$ cat config.mk
export PLATFORM = sky130hd
export DESIGN_NAME = fetch
export DESIGN_NICKNAME = d
export VERILOG_FILES = /design/src/rtl/fetch.sv
export SDC_FILE = /design/constraint.sdc
export NUM_CORES = 1
export LEC_CHECK = 0
export CAP_MARGIN = 10
export CORE_UTILIZATION = 51
export CTS_CLUSTER_DIAMETER = 80
export DETAILED_ROUTE_END_ITERATION = 8
export GPL_ROUTABILITY_DRIVEN = 1
export PLACE_DENSITY = 0.92
export SYNTH_ARGS = -nofsm -noshare
export SYNTH_HDL_FRONTEND = slang
export SYNTH_SLANG_ARGS = --single-unit
$ cat constraint.sdc
create_clock -name clk -period 3.5 [get_ports clk]
set_clock_uncertainty 0.15 [all_clocks]
set_input_delay 0.875 -clock clk [delete_from_list [all_inputs] [get_ports clk]]
set_output_delay 0.875 -clock clk [all_outputs]
set_load 0.1 [all_outputs]
$ cat src/rtl/fetch.sv
// Instruction fetch unit.
// Owns the program counter and fetches one 8-bit instruction at a time from
// program memory using a req/ack handshake. It passes each fetched instruction
// to the controller using a valid/ready handshake. The controller can redirect
// the PC with jmp/jmp_addr and can hold off new fetches with halt.
//
// Ports:
//   clk, rst_n             clock, asynchronous active-low reset
//   mem_req, mem_addr      fetch request and address to program memory
//   mem_ack, mem_data      memory response, sampled when mem_req & mem_ack
//   instr, instr_pc        instruction byte and the address it was fetched from
//   instr_valid            instr/instr_pc hold a valid instruction
//   instr_ready            controller accepts instr this cycle
//   jmp, jmp_addr          redirect the next fetch to jmp_addr
//   halt                   level; blocks entry into a new fetch
module fetch #(
   parameter int unsigned        ADDR_W    = 8,
   parameter logic [ADDR_W-1:0]  RESET_VEC = '0
) (
   input  logic              clk,
   input  logic              rst_n,
   output logic              mem_req,
   output logic [ADDR_W-1:0] mem_addr,
   input  logic              mem_ack,
   input  logic [7:0]        mem_data,
   output logic [7:0]        instr,
   output logic [ADDR_W-1:0] instr_pc,
   output logic              instr_valid,
   input  logic              instr_ready,
   input  logic              jmp,
   input  logic [ADDR_W-1:0] jmp_addr,
   input  logic              halt
);

   typedef enum logic [1:0] {StStop, StFetch, StValid} state_e;

   state_e            state_q, state_d;
   logic [ADDR_W-1:0] pc_q, pc_d;
   logic [ADDR_W-1:0] mem_addr_q, mem_addr_d;
   logic [7:0]        instr_q, instr_d;
   logic [ADDR_W-1:0] instr_pc_q, instr_pc_d;
   logic              jmp_pend_q, jmp_pend_d;
   logic              mem_req_q, mem_req_d;
   logic              instr_valid_q, instr_valid_d;

   always_comb begin
      state_d    = state_q;
      pc_d       = pc_q;
      mem_addr_d = mem_addr_q;
      instr_d    = instr_q;
      instr_pc_d = instr_pc_q;
      jmp_pend_d = jmp_pend_q;

      unique case (state_q)
         StStop: begin
            if (jmp) pc_d = jmp_addr;
            if (!halt) state_d = StFetch;
         end
         StFetch: begin
            if (mem_ack) begin
               if (jmp || jmp_pend_q) begin
                  // The returning data belongs to a path that has been redirected.
                  // Discard it and refetch from the latest target.
                  if (jmp) pc_d = jmp_addr;
                  jmp_pend_d = 1'b0;
                  state_d    = halt ? StStop : StFetch;
               end else begin
                  instr_d    = mem_data;
                  instr_pc_d = mem_addr_q;
                  pc_d       = pc_q + ADDR_W'(1);
                  state_d    = StValid;
               end
            end else if (jmp) begin
               // The request cannot be withdrawn. Remember the redirect instead.
               pc_d       = jmp_addr;
               jmp_pend_d = 1'b1;
            end
         end
         StValid: begin
            if (jmp) begin
               pc_d    = jmp_addr;
               state_d = halt ? StStop : StFetch;
            end else if (instr_ready) begin
               state_d = halt ? StStop : StFetch;
            end
         end
         default: state_d = StStop;
      endcase

      // Latch a new address only when a new request starts. The address of an
      // outstanding request stays fixed until it is acked.
      if (state_d == StFetch && !(state_q == StFetch && !mem_ack)) begin
         mem_addr_d = pc_d;
      end
   end

   assign mem_req_d     = (state_d == StFetch);
   assign instr_valid_d = (state_d == StValid);

   always_ff @(posedge clk or negedge rst_n) begin
      if (!rst_n) begin
         state_q       <= StStop;
         pc_q          <= RESET_VEC;
         mem_addr_q    <= RESET_VEC;
         instr_q       <= 8'h00;
         instr_pc_q    <= '0;
         jmp_pend_q    <= 1'b0;
         mem_req_q     <= 1'b0;
         instr_valid_q <= 1'b0;
      end else begin
         state_q       <= state_d;
         pc_q          <= pc_d;
         mem_addr_q    <= mem_addr_d;
         instr_q       <= instr_d;
         instr_pc_q    <= instr_pc_d;
         jmp_pend_q    <= jmp_pend_d;
         mem_req_q     <= mem_req_d;
         instr_valid_q <= instr_valid_d;
      end
   end

   assign mem_req     = mem_req_q;
   assign mem_addr    = mem_addr_q;
   assign instr       = instr_q;
   assign instr_pc    = instr_pc_q;
   assign instr_valid = instr_valid_q;

endmodule

After elaboration in Yosys (flattened, before gate mapping)
Index checks and enable logic that the tools add are counted. Widths: inputs -> output; s select.

Equal/unequal tests: 5. Add/sub/neg operators: 1. Reductions and logical operators: 10. Bitwise operators: 1. Mux-type cells: 14.

Operators with widths (count): $mux 8 (3); $pmux 8 s2 (1); $mux 2 (5); $add 8x1->8 const B (1); $pmux 2 s3 (1); $reduce_and 3->1 (2); $eq 2x1->1 const B (2); $eq 2x2->1 const B (2); $mux 1 (4); $logic_and 1x1->1 (2); $logic_not 1->1 (2); $logic_not 2->1 (1); $ne 2x1->1 const B (1); $reduce_bool 2->1 (1); $reduce_or 2->1 (1); $logic_or 1x1->1 (1); $not 1->1 (1).

Bits in registers: 37. Bits of input ports: 22. Output and inout bits: 26.

Longest topological paths before layout
Gate-level depths: netlist (run 1).

Depth in word-level cells: 6. Mapped depth: 7.

Worst setup path after synthesis (run 1)
OpenSTA, ideal clock, no wires.

Kind: input -> register. Start: input mem_ack. End: register mem_addr_q[0], in the netlist mem_addr[0]. Library setup time: 0.126 ns. Cell stages on the path: 5. Data arrival time: 1.907 ns. Path buffers: 1. Path slack: 1.317 ns. Cells stage by stage: nand3b_1 > a21oi_1 > a2111o_1 > buf_6 > mux2_4.

Cells in the longest elaborated chain, start to end: 4.

RTL lines: start, declared (RTL line 24) `input logic mem_ack,`; $mux 2 / $logic_not 1->1 (equally long branches) (RTL line 60, 92); $pmux 2 s3 / $logic_and 1x1->1 (equally long branches) (RTL line 54, 92); $eq 2x1->1 / $logic_not 1->1 (equally long branches) (RTL line 92) `if (state_d == StFetch && !(state_q == StFetch && !mem_ack)) begin`; $logic_and 1x1->1 (RTL line 92); end signal, assigned (RTL line 113) `mem_addr_q <= mem_addr_d;`; end, declared (RTL line 39) `logic [ADDR_W-1:0] mem_addr_q, mem_addr_d;`.

Parallel ways exist; a longest one is shown, timed or not. A chain may end at the register's enable or synchronous reset.

Worst setup path in the final report (run 1)
Start: input jmp. End: register mem_addr_q[2], in the netlist mem_addr[2].

Cells in the longest elaborated chain, start to end: 6.

RTL lines: start, declared (RTL line 30) `input logic jmp,`; $logic_or 1x1->1 (RTL line 61) `if (jmp || jmp_pend_q) begin`; $mux 2 (RTL line 61); $mux 2 (RTL line 60) `if (mem_ack) begin`; $pmux 2 s3 (RTL line 54) `unique case (state_q)`; $eq 2x1->1 (RTL line 92); $logic_and 1x1->1 (RTL line 92).

Parallel ways exist; a longest one is shown, timed or not.

==> out/qor.csv, run 1 <==
metric,value,unit
synth_ff_type,dfrtp_1,
cp_num_buf_inv,1,
holdCritPathClass,reg2reg,
time_the_worst_path_needs_with_i_o_delays_and_setup,2.72,ns
row_count,20,
synth.cell_area,1750,um^2
die_area,3670,um^2
worstPathMaxFanout,14,
post_route_cells_drive_above_1_share,0.302,
nature_of_the_critical_path_endpoint,register,
die_height,60.6,um
placement.io_buffers,47,
clkLatencyLatePin,0.34,ns
status,completed,
yosysWarningCount,0,
post_synth_edffs,0,
crit_path_max_delay_cell_type,clkdlybuf4s50_1,
initial_core_util,0.555,
drt-wirelength-per-cell,15.2,um
timing.critical_path.slowest_cell_delay,0.80,ns
numClockSinks,37,
grtUsageTotal,0.228,
synth_top_cell_by_area,dfrtp_1,
global_route_wire_length_before_repair,6070,um
synthesis.area_per_instance,11.8,um^2
synth_cells,148,
placement.cell_area,2170,um^2
grt_max_degree,38,
synth_async_sr_flop_share,1.00,
holdWs,0.349,ns
num-nets-final,221,
cts-resized-gates,0,
synth_largest_type_area_fraction,0.529,
reg_clk_slew_reported_paths,0.10,ns
dr_total_vias,1349,
fill_cells,240,
cts_max_path_buffers,2,
post_cts_buffers,0,
netlist_top_cells_area,"dfrtp_1 53%, mux2_2 7.7%, mux2_4 4.3%",
finish.utilization,0.714,
dp.final_hpwl,2820,um
vias_per_cell,5.55,
finalMaxSlewViolations,0,
final_weighted_congestion_in_routability_driven_placement,0.874,
worst_max_slew_margin_expressed_relative_to_the_limit,0.477,
drc,0,
mappedNetlistNets,171,
total_congestion_overflow,0,
rsz0062_at_grt,false,
cp.arrival,2.80,ns
final.period_utilization,0.778,
antenna-diode-count,0,
cts.hold.buffers_added,0,
cts_root_buf,clkbuf_4,
final-hold-violation-count,0,
clock_tree.htree_level_count,2,
critical_path_required,3.57,ns
cts_made_buffers,5,
transition_time_of_the_tightest_slew_check_pin,0.784,ns
antenna_found_initial,0,
seq_area_frac_synth,0.529,
drt_first_iter_violations,54,
tritoncts,yes,
netlist-cell-type-count,37,
max-cap-violations,0,
num_io_pins,48,
finalSetupViolCount,0,
ffs_latches_synth,37,
postRouteAntennaNets,0,
cell_family_contributing_the_most_delay_on_the_critical_path,buffers and inverters,
die-width,60.6,um
achievable-frequency,0.367,GHz
final_cell_area,2250,um^2
tns,0,ns
core,3150,um^2
grt_pass1_vias,1370,
detailedRoute.firstPassIterationCount,4,
syn_to_final_growth,28.8,%
path_class,in2reg,
nature_of_the_critical_path_startpoint,input pin,
wl,3680,um
timing.critical_path.cells,clkdlybuf4s50_1 > a21oi_1 > a2111o_1 > mux2_4,
[layout by cell type, fill, tap and decap left out, drive strengths merged]
master	Yosys	final
nand2b	2	2
a2111o	1	1
nor3	3	3
nor4b	1	1
o221a	2	2
nor4bb	1	1
ha	1	1
nor4	1	1
a31o	1	1
xnor2	1	1
nand3b	1	1
nor2b	1	1
o21bai	1	1
mux2	19	19
dfrtp	37	37
buf	7	30
nor3b	1	1
a21o	1	1
nand4bb	1	1
clkbuf	0	7
and3	1	1
and2	3	3
or3	1	1
a31oi	2	2
clkdlybuf4s50	0	20
o31a	1	1
or2	1	1
a21oi	12	12
inv	5	5
nor2	4	4
nand2	13	13
o22ai	2	2
o21ai	8	8
mux2i	7	7
bufinv	0	1
nand3	3	3
a211oi	2	2
[flip-flops by register name, summed over array words and instances (netlist names)]
signal,cells
instr_pc,8
instr_valid,1
jmp_pend_q,1
instr,8
state_q,2
mem_req,1
pc_q,8
mem_addr,8
[worst min-delay path, stage by stage, from the launching register on]
cell and delay [ns]:
dfrtp_1 0.36, nand2_1 0.05, o21ai_0 0.06
[Yosys cell counts, types with 3 or more instances]
master and instances:
nand2_1 13, buf_6 4, and2_1 3, mux2i_1 7
buf_2 3, mux2_4 5, nand3_1 3, inv_1 5
a21oi_1 12, o21ai_0 8, dfrtp_1 37, nor3_1 3
nor2_1 4, mux2_2 12
[layout make-up]
type | instances | area (um^2) | share of cell area
Clock inverter | 1 | 30.0 | 0.0133
Sequential cell | 37 | 926 | 0.411
Multi-Input combinational cell | 99 | 744 | 0.331
Tap cell | 44 | 55.1 | 0.0244
Timing Repair Buffer | 50 | 423 | 0.188
Clock buffer | 7 | 55.1 | 0.0244
Inverter | 5 | 18.8 | 0.00833
[layer usage]
metal  routed length (um)  global-route usage
met2                 1800               0.380
met5                    0                   0
met1                 1550               0.283
met4                   68              0.0909
met3                  266              0.0597
[per-stage QoR]
step / setup WS, ns / instances
floorplan: 1.32 / 148
global placement: 0.503 / 235
detailed placement: 0.459 / 235
CTS: 0.804 / 243
global route: 0.701 / 243
finish: 0.778 / 243
[worst paths after layout]
check                      slack, ns  depth (start not counted)           to        start
min reg2reg                     0.35                          2  instr_pc[4]  instr_pc[4]
min in group asynchronous       0.46                          1  mem_addr[4]        rst_n
max in group asynchronous       2.24                          1      mem_req        rst_n
max                             0.78                          4  mem_addr[2]          jmp
max reg2reg                     1.42                          4  mem_addr[2]   state_q[0]
min                             0.35                          2  instr_pc[4]  instr_pc[4]
[cells by family (layout without fill, tap and decap cells)]
logic type                 Yosys count  after routing  share of synthesized area
AOI/OAI and AO/OA                   33             33                      0.118
xor gates and xnor gates             1              1                    0.00501
adders and majority gates            1              1                    0.00715
buffers and inverters               12             63                     0.0451
DFF                                 37             37                      0.529
muxes                               26             26                      0.173
and+or+nand+nor                     38             38                      0.122
Power of run 1 is left out: the tool's default activity adds up to more than one toggle a clock period on the data nets, which glitch-free logic cannot reach.
==> run 2: changes to the inputs <==
- CORE_UTILIZATION: 51 -> 43
- PLACE_DENSITY: 0.92 -> 0.84
- clock period: 3.5 -> 2.2 ns (I/O delays scaled with it)
==> out/qor.csv, run 2 (same netlist as run 1, synthesis figures left out) <==
metric,value,unit,change
status,completed,,unchanged
achievable-frequency,0.476,GHz,
grt_pass1_vias,1386,,"was 1,370"
post_layout_nonfiller_instances,259,,was 243
path_class,in2reg,,unchanged
antenna-diode-count,0,,unchanged
syn_to_final_growth,46.1,%,was 28.8%
core,3770,um^2,was 3150 um^2
finalSetupViolCount,0,,unchanged
cp.arrival,2.11,ns,was 2.80 ns
worstPathMaxFanout,6,,was 14
transition_time_of_the_tightest_slew_check_pin,0.453,ns,was 0.784 ns
reg2reg_slack,0.24,ns,was 1.42 ns
max-cap-violations,0,,unchanged
num_io_pins,48,,unchanged
total_congestion_overflow,0,,unchanged
cts.hold.buffers_added,0,,unchanged
nature_of_the_critical_path_startpoint,input pin,,unchanged
dp.final_hpwl,2820,um,about the same
source_of_the_worst_register_to_register_timing_path,state_q[1],,was state_q[0]
drt_first_iter_violations,45,,was 54
reg_clk_slew_reported_paths,0.06,ns,was 0.10 ns
cts_root_buf,clkbuf_8,,was clkbuf_4
clkLatencyLatePin,0.29,ns,was 0.34 ns
detailedRoute.firstPassIterationCount,4,,unchanged
finalMaxSlewViolations,0,,unchanged
critical_path_required,2.20,ns,was 3.57 ns
dr_total_vias,1364,,"was 1,349"
met3_length,207,um,was 266 um
row_count,22,,was 20
num-nets-final,234,,was 221
cts_max_path_buffers,2,,unchanged
drc,0,,unchanged
vias_per_cell,5.27,,was 5.55
placement.io_buffers,47,,unchanged
numClockSinks,37,,unchanged
cts_made_buffers,5,,unchanged
highest_layer,met4,,unchanged
die_height,65.8,um,was 60.6 um
tritoncts,yes,,unchanged
post_route_cells_drive_above_1_share,0.341,,was 0.302
clock_tree.htree_level_count,2,,unchanged
post-place-cells,252,,was 235
cts-resized-gates,0,,unchanged
postRouteAntennaNets,0,,unchanged
holdCritPathClass,in2async,,was reg2reg
final_cell_mix,"37 x dfrtp_1, 26 x buf_4, 20 x clkdlybuf4s50_1",,"was 37 x dfrtp_1, 29 x buf_4, 20 x clkdlybuf4s50_1"
grt_max_degree,38,,unchanged
global_route_wire_length_before_repair,6320,um,was 6070 um
r2r_end,mem_addr[3],,was mem_addr[2]
rsz0062_at_grt,false,,unchanged
nature_of_the_critical_path_endpoint,register,,unchanged
drt-wirelength-per-cell,14.3,um,was 15.2 um
ff2ff_path_depth,4,,unchanged
routed-wl-met2,1800,um,about the same
wl,3700,um,was 3680 um
final_weighted_congestion_in_routability_driven_placement,0.919,,was 0.874
detail_route.wirelength.met1,1620,um,was 1550 um
mostFrequentLayoutCell,dfrtp_1,,unchanged
final-hold-violation-count,0,,unchanged
final.period_utilization,0.956,,
post_cts_buffers,0,,unchanged
worst_max_slew_margin_expressed_relative_to_the_limit,0.698,,was 0.477
antenna_found_initial,0,,unchanged
die-width,65.8,um,was 60.6 um
initial_core_util,0.464,,was 0.555
grtUsageTotal,0.198,,was 0.228
time_the_worst_path_needs_with_i_o_delays_and_setup,2.10,ns,
die_area,4330,um^2,was 3670 um^2
## run 2: cell count changes in the layout (fill, tap and decap cells not counted), sizes merged
| cell | before | now |
|---|---|---|
| bufinv | 1 | 0 |
| buf | 30 | 43 |
## run 2: metrics by stage
| stage | hold WS (ns) | worst slack, ns | instance area [um^2] | setup TNS [ns] | utilization |
|---|---|---|---|---|---|
| 4_1_cts | 0.160 | 0.110 | 2560 | 0 | 0.678 |
| 2_1_floorplan | 0.104 | 0.342 | 1750 | 0 | - |
| 5_1_grt | 0.189 | 0.0160 | 2560 | 0 | 0.678 |
| 3_5_place_dp | 0.337 | -0.192 | 2470 | -1.88 | 0.655 |
| 3_3_place_gp | 0.328 | -0.157 | 2470 | -1.28 | 0.655 |
| 6_report | 0.147 | 0.0973 | 2560 | 0 | 0.678 |
## run 2: how the worst max path moves through the flow
| stage | to | from | slack [ns] |
|---|---|---|---|
| finish | mem_addr[3] | mem_ack | 0.1 |
| global route | mem_addr[6] | mem_ack | 0.02 |
| CTS | mem_addr[5] | mem_ack | 0.11 |
| detailed placement | mem_addr[5] | mem_ack | -0.19 |
| global placement | mem_addr[0] | mem_ack | -0.16 |
| floorplan | mem_addr[0] | mem_ack | 0.34 |
## run 2: per-layer routing
layer  vias up  GRT usage
met2        45      0.327
met5         -          0
met3         9     0.0552
met1       648      0.243
met4         0     0.0815
li1        662          -
## run 2: worst max-delay path, stage by stage
cell	delay [ns]
clkdlybuf4s50_1	0.46
nand3b_1	0.14
a21oi_1	0.10
a2111o_1	0.52
buf_4	0.22
mux2i_1	0.11
## run 2: final cells by class
class	count	area [um^2]
inverter	5	18.8
clock buffer	7	86.3
tap	48	60.1
timing repair buffer	63	721
multi-input combinational	99	744
fill	279	1210
sequential	37	926
Power of run 2 is left out for the same reason.
